`config.mk`:
```
export PLATFORM = sky130hd
export DESIGN_NAME = mem_access_ctrl_flat
export DESIGN_NICKNAME = d
export VERILOG_FILES = /design/src/rtl/mem_access_pkg.sv /design/src/rtl/mem_access_if.sv /design/src/rtl/mem_align_check.sv /design/src/rtl/mem_access_ctrl.sv /design/src/flat_wrapper.sv
export SDC_FILE = /design/constraint.sdc
export NUM_CORES = 1
export LEC_CHECK = 0
export CAP_MARGIN = 10
export CORE_MARGIN = 2
export CORE_UTILIZATION = 40
export CTS_CLUSTER_DIAMETER = 120
export DETAILED_ROUTE_END_ITERATION = 8
export PLACE_DENSITY = 0.74
export SETUP_SLACK_MARGIN = 0.15
export SLEW_MARGIN = 30
export SYNTH_ARGS = -nofsm -noshare
export SYNTH_HDL_FRONTEND = slang
export SYNTH_SLANG_ARGS = --single-unit
```
`constraint.sdc`:
```
create_clock -name CLK -period 2.2 [get_ports CLK]
set_clock_uncertainty 0.2 [all_clocks]
set_input_delay 0.33 -clock CLK [delete_from_list [all_inputs] [get_ports CLK]]
set_output_delay 0.33 -clock CLK [all_outputs]
set_load 0.03 [all_outputs]
```
`src/rtl/mem_access_pkg.sv`:
```
// mem_access_pkg: load/store size codes and controller FSM states
package mem_access_pkg;
  typedef enum logic [2:0] {LD_B = 3'd0, LD_BU = 3'd1, LD_H = 3'd2, LD_HU = 3'd3, LD_W = 3'd4} load_e;
  typedef enum logic [1:0] {ST_B = 2'd0, ST_H = 2'd1, ST_W = 2'd2} store_e;
  typedef enum logic [1:0] {IDLE, SETUP, ACCESS, RESP} state_e;
endpackage

```
`src/rtl/mem_access_if.sv`:
```
// mem_access_if: request/response handshake plus data-memory strobe bus
interface mem_access_if #(parameter int ADDR_W = 32);
  logic              req_valid, req_ready, req_is_store;
  logic [2:0]        req_load;
  logic [1:0]        req_store;
  logic [31:0]       req_base, req_wdata;
  logic [15:0]       req_offset;
  logic [ADDR_W-1:0] DAddr;
  logic [31:0]       DataIn, MemDataOut, rsp_rdata;
  logic [2:0]        Load;
  logic [1:0]        Store;
  logic              mRD, mWR, rsp_valid, rsp_ready, rsp_misalign;
  modport master (
    input  req_valid, req_is_store, req_load, req_store, req_base, req_offset, req_wdata, MemDataOut, rsp_ready,
    output req_ready, DAddr, DataIn, Load, Store, mRD, mWR, rsp_valid, rsp_rdata, rsp_misalign
  );
  modport slave (
    output req_valid, req_is_store, req_load, req_store, req_base, req_offset, req_wdata, MemDataOut, rsp_ready,
    input  req_ready, DAddr, DataIn, Load, Store, mRD, mWR, rsp_valid, rsp_rdata, rsp_misalign
  );
endinterface

```
`src/rtl/mem_align_check.sv`:
```
// mem_align_check: flags halfword accesses on odd addresses and word accesses off a 4-byte boundary
module mem_align_check
  import mem_access_pkg::*;
(
  input  logic [1:0] addr_lo,
  input  logic       is_store,
  input  logic [2:0] load,
  input  logic [1:0] store,
  output logic       misalign
);
  logic half, word;
  always_comb begin
    half     = is_store ? (store == ST_H) : (load == LD_H || load == LD_HU);
    word     = is_store ? (store == ST_W) : (load == LD_W);
    misalign = (half & addr_lo[0]) | (word & |addr_lo);
  end
endmodule

```
`src/rtl/mem_access_ctrl.sv`:
```
// mem_access_ctrl: MEM-stage data-memory initiator with setup/strobe/release sequencing.
// Define MEM_MISALIGN_TRAP_EN to reject misaligned accesses without touching memory.
module mem_access_ctrl
  import mem_access_pkg::*;
#(
  parameter int ACCESS_CYCLES = 1,
  parameter int ADDR_W        = 32
) (
  input logic        CLK,
  input logic        RST,
  mem_access_if.master bus
);
  localparam int CW = ACCESS_CYCLES > 1 ? $clog2(ACCESS_CYCLES) : 1;
  state_e            state_q, state_d;
  logic [CW-1:0]     cnt_q, cnt_d;
  logic [ADDR_W-1:0] daddr_q, daddr_d, addr;
  logic [31:0]       datain_q, datain_d, rdata_q, rdata_d;
  logic [2:0]        load_q, load_d;
  logic [1:0]        store_q, store_d;
  logic              st_q, st_d, mrd_q, mrd_d, mwr_q, mwr_d;
  logic              rdy_q, rdy_d, vld_q, vld_d, mis_q, mis_d, misalign;
  assign addr = ADDR_W'(bus.req_base + {{16{bus.req_offset[15]}}, bus.req_offset});
`ifdef MEM_MISALIGN_TRAP_EN
  mem_align_check u_align (
    .addr_lo  (addr[1:0]),
    .is_store (bus.req_is_store),
    .load     (bus.req_load),
    .store    (bus.req_store),
    .misalign (misalign)
  );
`else
  assign misalign = 1'b0;
`endif
  always_comb begin
    state_d  = state_q;
    cnt_d    = cnt_q;
    daddr_d  = daddr_q;
    datain_d = datain_q;
    load_d   = load_q;
    store_d  = store_q;
    st_d     = st_q;
    rdata_d  = rdata_q;
    rdy_d    = rdy_q;
    vld_d    = vld_q;
    mis_d    = mis_q;
    mrd_d    = 1'b0;
    mwr_d    = 1'b0;
    case (state_q)
      IDLE: if (bus.req_valid) begin
        daddr_d  = addr;
        datain_d = bus.req_wdata;
        load_d   = bus.req_load;
        store_d  = bus.req_store;
        st_d     = bus.req_is_store;
        rdata_d  = '0;
        rdy_d    = 1'b0;
        mis_d    = misalign;
        vld_d    = misalign;
        state_d  = misalign ? RESP : SETUP;
      end
      SETUP: begin
        state_d = ACCESS;
        cnt_d   = CW'(ACCESS_CYCLES - 1);
        mrd_d   = !st_q;
        mwr_d   = st_q;
      end
      ACCESS: if (cnt_q == '0) begin
        state_d = RESP;
        vld_d   = 1'b1;
        rdata_d = st_q ? '0 : bus.MemDataOut;
      end else begin
        cnt_d = cnt_q - 1'b1;
        mrd_d = !st_q;
        mwr_d = st_q;
      end
      RESP: if (bus.rsp_ready) begin
        state_d = IDLE;
        vld_d   = 1'b0;
        mis_d   = 1'b0;
        rdy_d   = 1'b1;
      end
      default: state_d = IDLE;
    endcase
  end
  // Async reset clears the strobes at once so an interrupted access never completes.
  always_ff @(posedge CLK or negedge RST) begin
    if (!RST) begin
      state_q  <= IDLE;
      cnt_q    <= '0;
      daddr_q  <= '0;
      datain_q <= '0;
      load_q   <= '0;
      store_q  <= '0;
      st_q     <= 1'b0;
      rdata_q  <= '0;
      rdy_q    <= 1'b1;
      vld_q    <= 1'b0;
      mis_q    <= 1'b0;
      mrd_q    <= 1'b0;
      mwr_q    <= 1'b0;
    end else begin
      state_q  <= state_d;
      cnt_q    <= cnt_d;
      daddr_q  <= daddr_d;
      datain_q <= datain_d;
      load_q   <= load_d;
      store_q  <= store_d;
      st_q     <= st_d;
      rdata_q  <= rdata_d;
      rdy_q    <= rdy_d;
      vld_q    <= vld_d;
      mis_q    <= mis_d;
      mrd_q    <= mrd_d;
      mwr_q    <= mwr_d;
    end
  end
  assign bus.req_ready    = rdy_q;
  assign bus.DAddr        = daddr_q;
  assign bus.DataIn       = datain_q;
  assign bus.Load         = load_q;
  assign bus.Store        = store_q;
  assign bus.mRD          = mrd_q;
  assign bus.mWR          = mwr_q;
  assign bus.rsp_valid    = vld_q;
  assign bus.rsp_rdata    = rdata_q;
  assign bus.rsp_misalign = mis_q;
endmodule
```
`src/flat_wrapper.sv`:
```
// flat-port wrapper written by rule: the top's interface ports become plain ports
module mem_access_ctrl_flat import mem_access_pkg::*;
#(
  parameter int ACCESS_CYCLES = 1,
  parameter int ADDR_W        = 32
)
  (CLK, RST, bus_req_valid, bus_req_is_store, bus_req_load, bus_req_store, bus_req_base, bus_req_offset, bus_req_wdata, bus_MemDataOut, bus_rsp_ready, bus_req_ready, bus_DAddr, bus_DataIn, bus_Load, bus_Store, bus_mRD, bus_mWR, bus_rsp_valid, bus_rsp_rdata, bus_rsp_misalign);
  mem_access_if #(.ADDR_W(ADDR_W)) bus_i ();
  input logic CLK;
  input logic RST;
  input wire logic [$bits(bus_i.req_valid)-1:0] bus_req_valid;
  input wire logic [$bits(bus_i.req_is_store)-1:0] bus_req_is_store;
  input wire logic [$bits(bus_i.req_load)-1:0] bus_req_load;
  input wire logic [$bits(bus_i.req_store)-1:0] bus_req_store;
  input wire logic [$bits(bus_i.req_base)-1:0] bus_req_base;
  input wire logic [$bits(bus_i.req_offset)-1:0] bus_req_offset;
  input wire logic [$bits(bus_i.req_wdata)-1:0] bus_req_wdata;
  input wire logic [$bits(bus_i.MemDataOut)-1:0] bus_MemDataOut;
  input wire logic [$bits(bus_i.rsp_ready)-1:0] bus_rsp_ready;
  output wire logic [$bits(bus_i.req_ready)-1:0] bus_req_ready;
  output wire logic [$bits(bus_i.DAddr)-1:0] bus_DAddr;
  output wire logic [$bits(bus_i.DataIn)-1:0] bus_DataIn;
  output wire logic [$bits(bus_i.Load)-1:0] bus_Load;
  output wire logic [$bits(bus_i.Store)-1:0] bus_Store;
  output wire logic [$bits(bus_i.mRD)-1:0] bus_mRD;
  output wire logic [$bits(bus_i.mWR)-1:0] bus_mWR;
  output wire logic [$bits(bus_i.rsp_valid)-1:0] bus_rsp_valid;
  output wire logic [$bits(bus_i.rsp_rdata)-1:0] bus_rsp_rdata;
  output wire logic [$bits(bus_i.rsp_misalign)-1:0] bus_rsp_misalign;
  assign bus_i.req_valid = bus_req_valid;
  assign bus_i.req_is_store = bus_req_is_store;
  assign bus_i.req_load = bus_req_load;
  assign bus_i.req_store = bus_req_store;
  assign bus_i.req_base = bus_req_base;
  assign bus_i.req_offset = bus_req_offset;
  assign bus_i.req_wdata = bus_req_wdata;
  assign bus_i.MemDataOut = bus_MemDataOut;
  assign bus_i.rsp_ready = bus_rsp_ready;
  assign bus_req_ready = bus_i.req_ready;
  assign bus_DAddr = bus_i.DAddr;
  assign bus_DataIn = bus_i.DataIn;
  assign bus_Load = bus_i.Load;
  assign bus_Store = bus_i.Store;
  assign bus_mRD = bus_i.mRD;
  assign bus_mWR = bus_i.mWR;
  assign bus_rsp_valid = bus_i.rsp_valid;
  assign bus_rsp_rdata = bus_i.rsp_rdata;
  assign bus_rsp_misalign = bus_i.rsp_misalign;
  mem_access_ctrl #(.ACCESS_CYCLES(ACCESS_CYCLES), .ADDR_W(ADDR_W)) u_core (.CLK(CLK), .RST(RST), .bus(bus_i));
endmodule
```
======== After elaboration in Yosys (flattened, before gate mapping) ========
Cells that the tools add are included.
W data, S select, Z words.
storage, ports and cells
  flip-flop bits (word level) ............. 110
  latch bits .............................. 0
  bits in writable memories ............... 0
  ROM bits ................................ 0
  input bits .............................. 122
  output and inout port bits .............. 106
  logic and storage cells ................. 53
  memories kept ........................... 0
cells by class
  add/sub/neg operators ................... 2
  $mul .................................... 0
  divide/modulo/power cells ............... 0
  order comparisons ....................... 0
  equal/unequal tests ..................... 6
  shift operators ......................... 0
  mux-type cells .......................... 21
  bitwise operators ....................... 0
  reduce and logical (&&, ||, !) cells .... 11
operator list
  operator               count
  $mux W32               3
  $pmux W32 S2           1
  $add A32 B32 Y32       1
  $pmux W1 S2            5
  $reduce_and A3 Y1      3
  $pmux W2 S4            1
  $mux W1                7
  $mux W2                3
  $ne A2 B2 Y1 const B   3
  $reduce_bool A2 Y1     3
  $eq A2 B2 Y1 const B   2
  $reduce_and A4 Y1      1
  $pmux W1 S3            1
  $reduce_bool A3 Y1     1
  $eq A2 B1 Y1 const B   1
  $logic_not A2 Y1       1
  $reduce_and A2 Y1      1
  $logic_not A1 Y1       1
  $sub A1 B1 Y1 const B  1

======== Depth between registers and ports, before layout ========
  depth in word-level cells ............... 3
  gate-level depth with buffers ........... 9
  gate-level depth less buffers ........... 9

======== Worst setup path after synthesis ========
Ideal clock, no wire load.
  kind .................................... input to register
  from .................................... input port bus_req_offset[0]
  to ...................................... register u_core.daddr_q[30] (netlist: u_core.bus.DAddr[30])
  setup time .............................. 0.132 ns
  data arrival time ....................... 2.455 ns
  required time ........................... 1.868 ns
  slack ................................... -0.586 ns
  stages .................................. 9
  path buffers ............................ 0
  cell sequence ........................... ha_1 > fa_1 > a21o_1 > a221o_1 > a21o_1 > a211o_4 > a41oi_2 > xor2_1 > o21ai_1
between the ends
  word-level cells in the longest chain between the ends .. 1
ends and longest elaborated chain
  element               RTL line                RTL
  from (decl)           flat_wrapper.sv:16      input wire logic [$bits(bus_i.req_offset)-1:0] bus_req_offset;
  $add A32 B32 Y32      mem_access_ctrl.sv:22   assign addr = ADDR_W'(bus.req_base + {{16{bus.req_offset[15]}}, bus.req_offset});
  to (signal assigned)  mem_access_ctrl.sv:104  daddr_q <= daddr_d;
  to (decl)             mem_access_ctrl.sv:16   logic [ADDR_W-1:0] daddr_q, daddr_d, addr;
Every way passes these cells.
A chain may end at the register's enable or synchronous reset.

======== Worst setup path in the final report ========
  from .................................... input port bus_req_base[0]
  to ...................................... register u_core.daddr_q[26] (netlist: u_core.bus.DAddr[26])
between the ends
  word-level cells in the longest chain between the ends .. 1
ends and longest elaborated chain
  element           RTL line               RTL
  from (decl)       flat_wrapper.sv:15     input wire logic [$bits(bus_i.req_base)-1:0] bus_req_base;
  $add A32 B32 Y32  mem_access_ctrl.sv:22
Every way passes these cells.

==> key figures <==
Outcome
  • Outcome: finished, violations left
  • Violated checks: negative setup slack

Global routing
  • Vias in the first global route: between 5,000 and 6,000
  • First-pass GRT wire length: between 20,000 and 30,000 um
  • Maximum number of pins on one net before global-route repair: 42
  • Initial antenna violation count: 0
  • GRT Max-Usage Layer: met2
  • Met1 usage: 0.305
  • Grt met3 use: 0.0284
  • GR Util All Layers: 0.236
  • GRT met2 Usage: 0.400
  • Grt ovf: 0

Clock network
  • Worst-Skew Late Latency: 0.34 ns
  • CTS Buf Count: 9
  • CTS tree: done
  • Clk root buf: clkbuf_16
  • Max H-tree Level: 3
  • Clk buf depth: 2
  • Clk slew on worst S/H paths: ~0.08 ns
  • TritonCTS Sinks: ~110

Floorplan
  • Starting density of the core: 0.404
  • Die area: 15,500 um2
  • IO Pins: between 200 and 250
  • Rows: between 40 and 50
  • Core area: between 10,000 and 15,000 um2
  • Die height: 125 um
  • Die W: between 100 and 150 um

Cells and area
  • Final net count: between 1,000 and 1,500
  • Area Overhead vs Synth: 77.1%
  • Layout cells sized above 1: 0.258
  • Non-filler instance count after layout: ~1,200
  • Antenna Cells: 0
  • Post-route cell area: ~10,000 um2
  • Core Util, Final: 0.716

Synthesis
  • Post-synth top area share: 0.461
  • Synth cell count leaders: nand2_1, dfrtp_1, o21ai_0
  • Most common cell in the netlist: nand2_1
  • Synth top area cells: dfrtp_1, nand2_1, ha_1
  • Most common flop cell mapped by yosys: dfrtp_1
  • Post-synth ARST share: 1.00
  • Syn_area_per_cell: between 8 and 9 um2
  • Mapped Cells: just under 700
  • Post-synth top area cell: dfrtp_1
  • Synthesized flop and latch total: 108
  • Distinct cells, synth: just under 50
  • Yosys Warn Count: 0
  • Post-synth EDFFs: 0
  • Post-Syn Nets: 837
  • Register area share after synthesis: 0.465
  • Cell area after synthesis: around 5800 um2

STA
  • Endpoints failing hold: 0
  • RSZ-0062 raised after global routing: yes
  • Final worst setup slack: -0.234 ns
  • Fmax: about 0.4 GHz
  • Slew Limit Fails: 0
  • Period minus WS final: 2.43 ns
  • Min Hold Slack: slightly below 0.09 ns
  • Relative slew margins: 0.639
  • Post-route clock period utilization: 1.11
  • Final setup violation count: 13
  • Worst-Margin Slew: 0.541 ns

Pwr
  • Register share of total power: 0.290
  • Leakage: around 4.7 nW
  • Power per cell area: between 1000 and 1500 nW/um2
  • Combinational power share: 0.573
  • Pint: about 6.3 mW
  • Maximum vdd drop: between 0.4 and 0.5 mV
  • Sw Pwr: between 4 and 5 mW
  • Sw frac: 0.437
  • Clock power share: 0.138
  • Power Total: roughly 11 mW

Placement
  • Routability Congestion: 0.897
  • Dpl cell area: approximately 9200 um2
  • I/O Buffers: approximately 230
  • Final HPWL DP: 13,300 um
  • Placed Cells: ~1,200

Worst setup path
  • CP max stage cell: a211o_4
  • Top cell by count, worst path: a21o_1
  • Critical Path RT: about 2.2 ns
  • Worst-path cell chain: buf_6 > ha_4 > fa_2 > a21o_1 > a221o_1 > a21o_1 > a211o_4 > a31oi_4 > xor2_1 > o21ai_1
  • CP Launch Type: input pin
  • Crit-path max FO: 5
  • Slowest stage delay, CP: 0.40 ns
  • WP data arrival: 2.48 ns
  • Crit. End Element: flip-flop
  • Crit Path Class: input pin to flip-flop

Job
  • Max_cap viols: 0

Routing
  • Detailed-route via count: a little over 6,000
  • Detailed-route wire length per cell: roughly 16 um
  • Initial DRC Count: approximately 330
  • Detail Route Antenna Nets: 0
  • Routed wire length: around 19,000 um
  • First-pass DRT Iterations: 4
  • DRC: 0
  • Vias per inst: roughly 5

Worst hold path
  • Worst min path class: input pin to flip-flop
kinds of logic after synthesis:
kind of cell	synth area share
flip-flops	0.465
AND/OR/NAND/NOR	0.196
buffers and inverters	0.0297
other	0.000645
multiplexers	0.00732
XOR/XNOR	0.0422
adder cells (fa/ha/maj)	0.0809
AO/OA/AOI/OAI	0.178
sequential cells by signal (all words and copies together), names as in the netlist:
register,flops
u_core.bus.rsp_valid,1
u_core.bus.DataIn,32
u_core.bus.rsp_rdata,32
u_core.bus.Load,3
u_core.bus.mWR,1
u_core.bus.req_ready,1
u_core.bus.DAddr,32
u_core.state_q,2
u_core.bus.Store,2
u_core.st_q,1
u_core.bus.mRD,1
worst paths after layout:
path	startpoint	to	slack, ns	cells past startpoint
worst min register to register	u_core.bus.DataIn[26]	u_core.bus.DataIn[26]	0.28	2
max in group asynchronous	RST	u_core.bus.req_ready	0.83	3
worst max-delay path	bus_req_base[0]	u_core.bus.DAddr[26]	-0.23	10
worst max register to register	u_core.state_q[0]	u_core.state_q[1]	0.30	5
worst min-delay path	bus_req_offset[0]	u_core.bus.DAddr[0]	0.09	4
min in group asynchronous	RST	u_core.bus.DataIn[31]	0.30	2
layout by cell type, fill, tap and decap left out, drive strengths merged, types with 6 or more instances in the layout:
cell type and n:
and3 6, clkdlybuf4s50 183, xor2 11, a31oi 8
dfrtp 107, nand2 235, dlygate4sd2 13, xnor2 17
clkbuf 15, nor2 21, a21o 9, dlymetal6s2s 10
buf 144, ha 36, nor3 6, o21ai 79
a21oi 35, inv 13, nand3 6
critical path: cells and delay by family:
family	cells	cell delay, ns
AOI/OAI and AO/OA	6	1.38
xor gates and xnor gates	1	0.19
adders and majority gates	2	0.49
buffers and inverters	1	0.10
stage by stage:
step	setup slack (ns)	TNS [ns]
2_1_floorplan	-0.497	-2.87
3_3_place_gp	-1.00	-18.18
3_5_place_dp	-1.05	-18.84
4_1_cts	-0.196	-1.26
5_1_grt	-0.291	-2.82
6_report	-0.234	-1.82
layer usage:
| metal | part of all wire | vias up |
|---|---|---|
| met2 | 0.49 | 204 |
| met1 | 0.44 | 2834 |
| met3 | 0.047 | 36 |
| met5 | 0 | - |
| li1 | - | 2977 |
| met4 | 0.028 | 0 |
area by class of cell:
type                    count  area, um2
repair buffers            362       3360
flip-flops and latches    108       2700
inverters                  11       41.3
fillers                  1069       4070
clock buffers               9        225
clock inverters             6       48.8
multi-input cells         525       3680
well taps                 184        230
timing repair:
item | 4_1_cts | 5_1_grt
gates cloned | 1 | 0
gates resized for setup | 162 | 52
hold buffers | 1 | 0
pin swaps | 66 | 39
endpoints found under the hold margin | 36 | 0
buffers inserted | 14 | 7
setup endpoints to repair | 27 | 80
power by group through the flow:
stage                     sequential (mW)  clock, mW  combinational, mW
after global placement               3.25          0               6.03
after global routing                 3.35       1.65               6.85
after CTS                            3.25       1.58               6.32
final                                3.24       1.54               6.42
after floorplan                      4.81          0               1.75
after detailed placement             3.27          0               6.10
No activity file was read; power rests on OpenSTA's default activity.
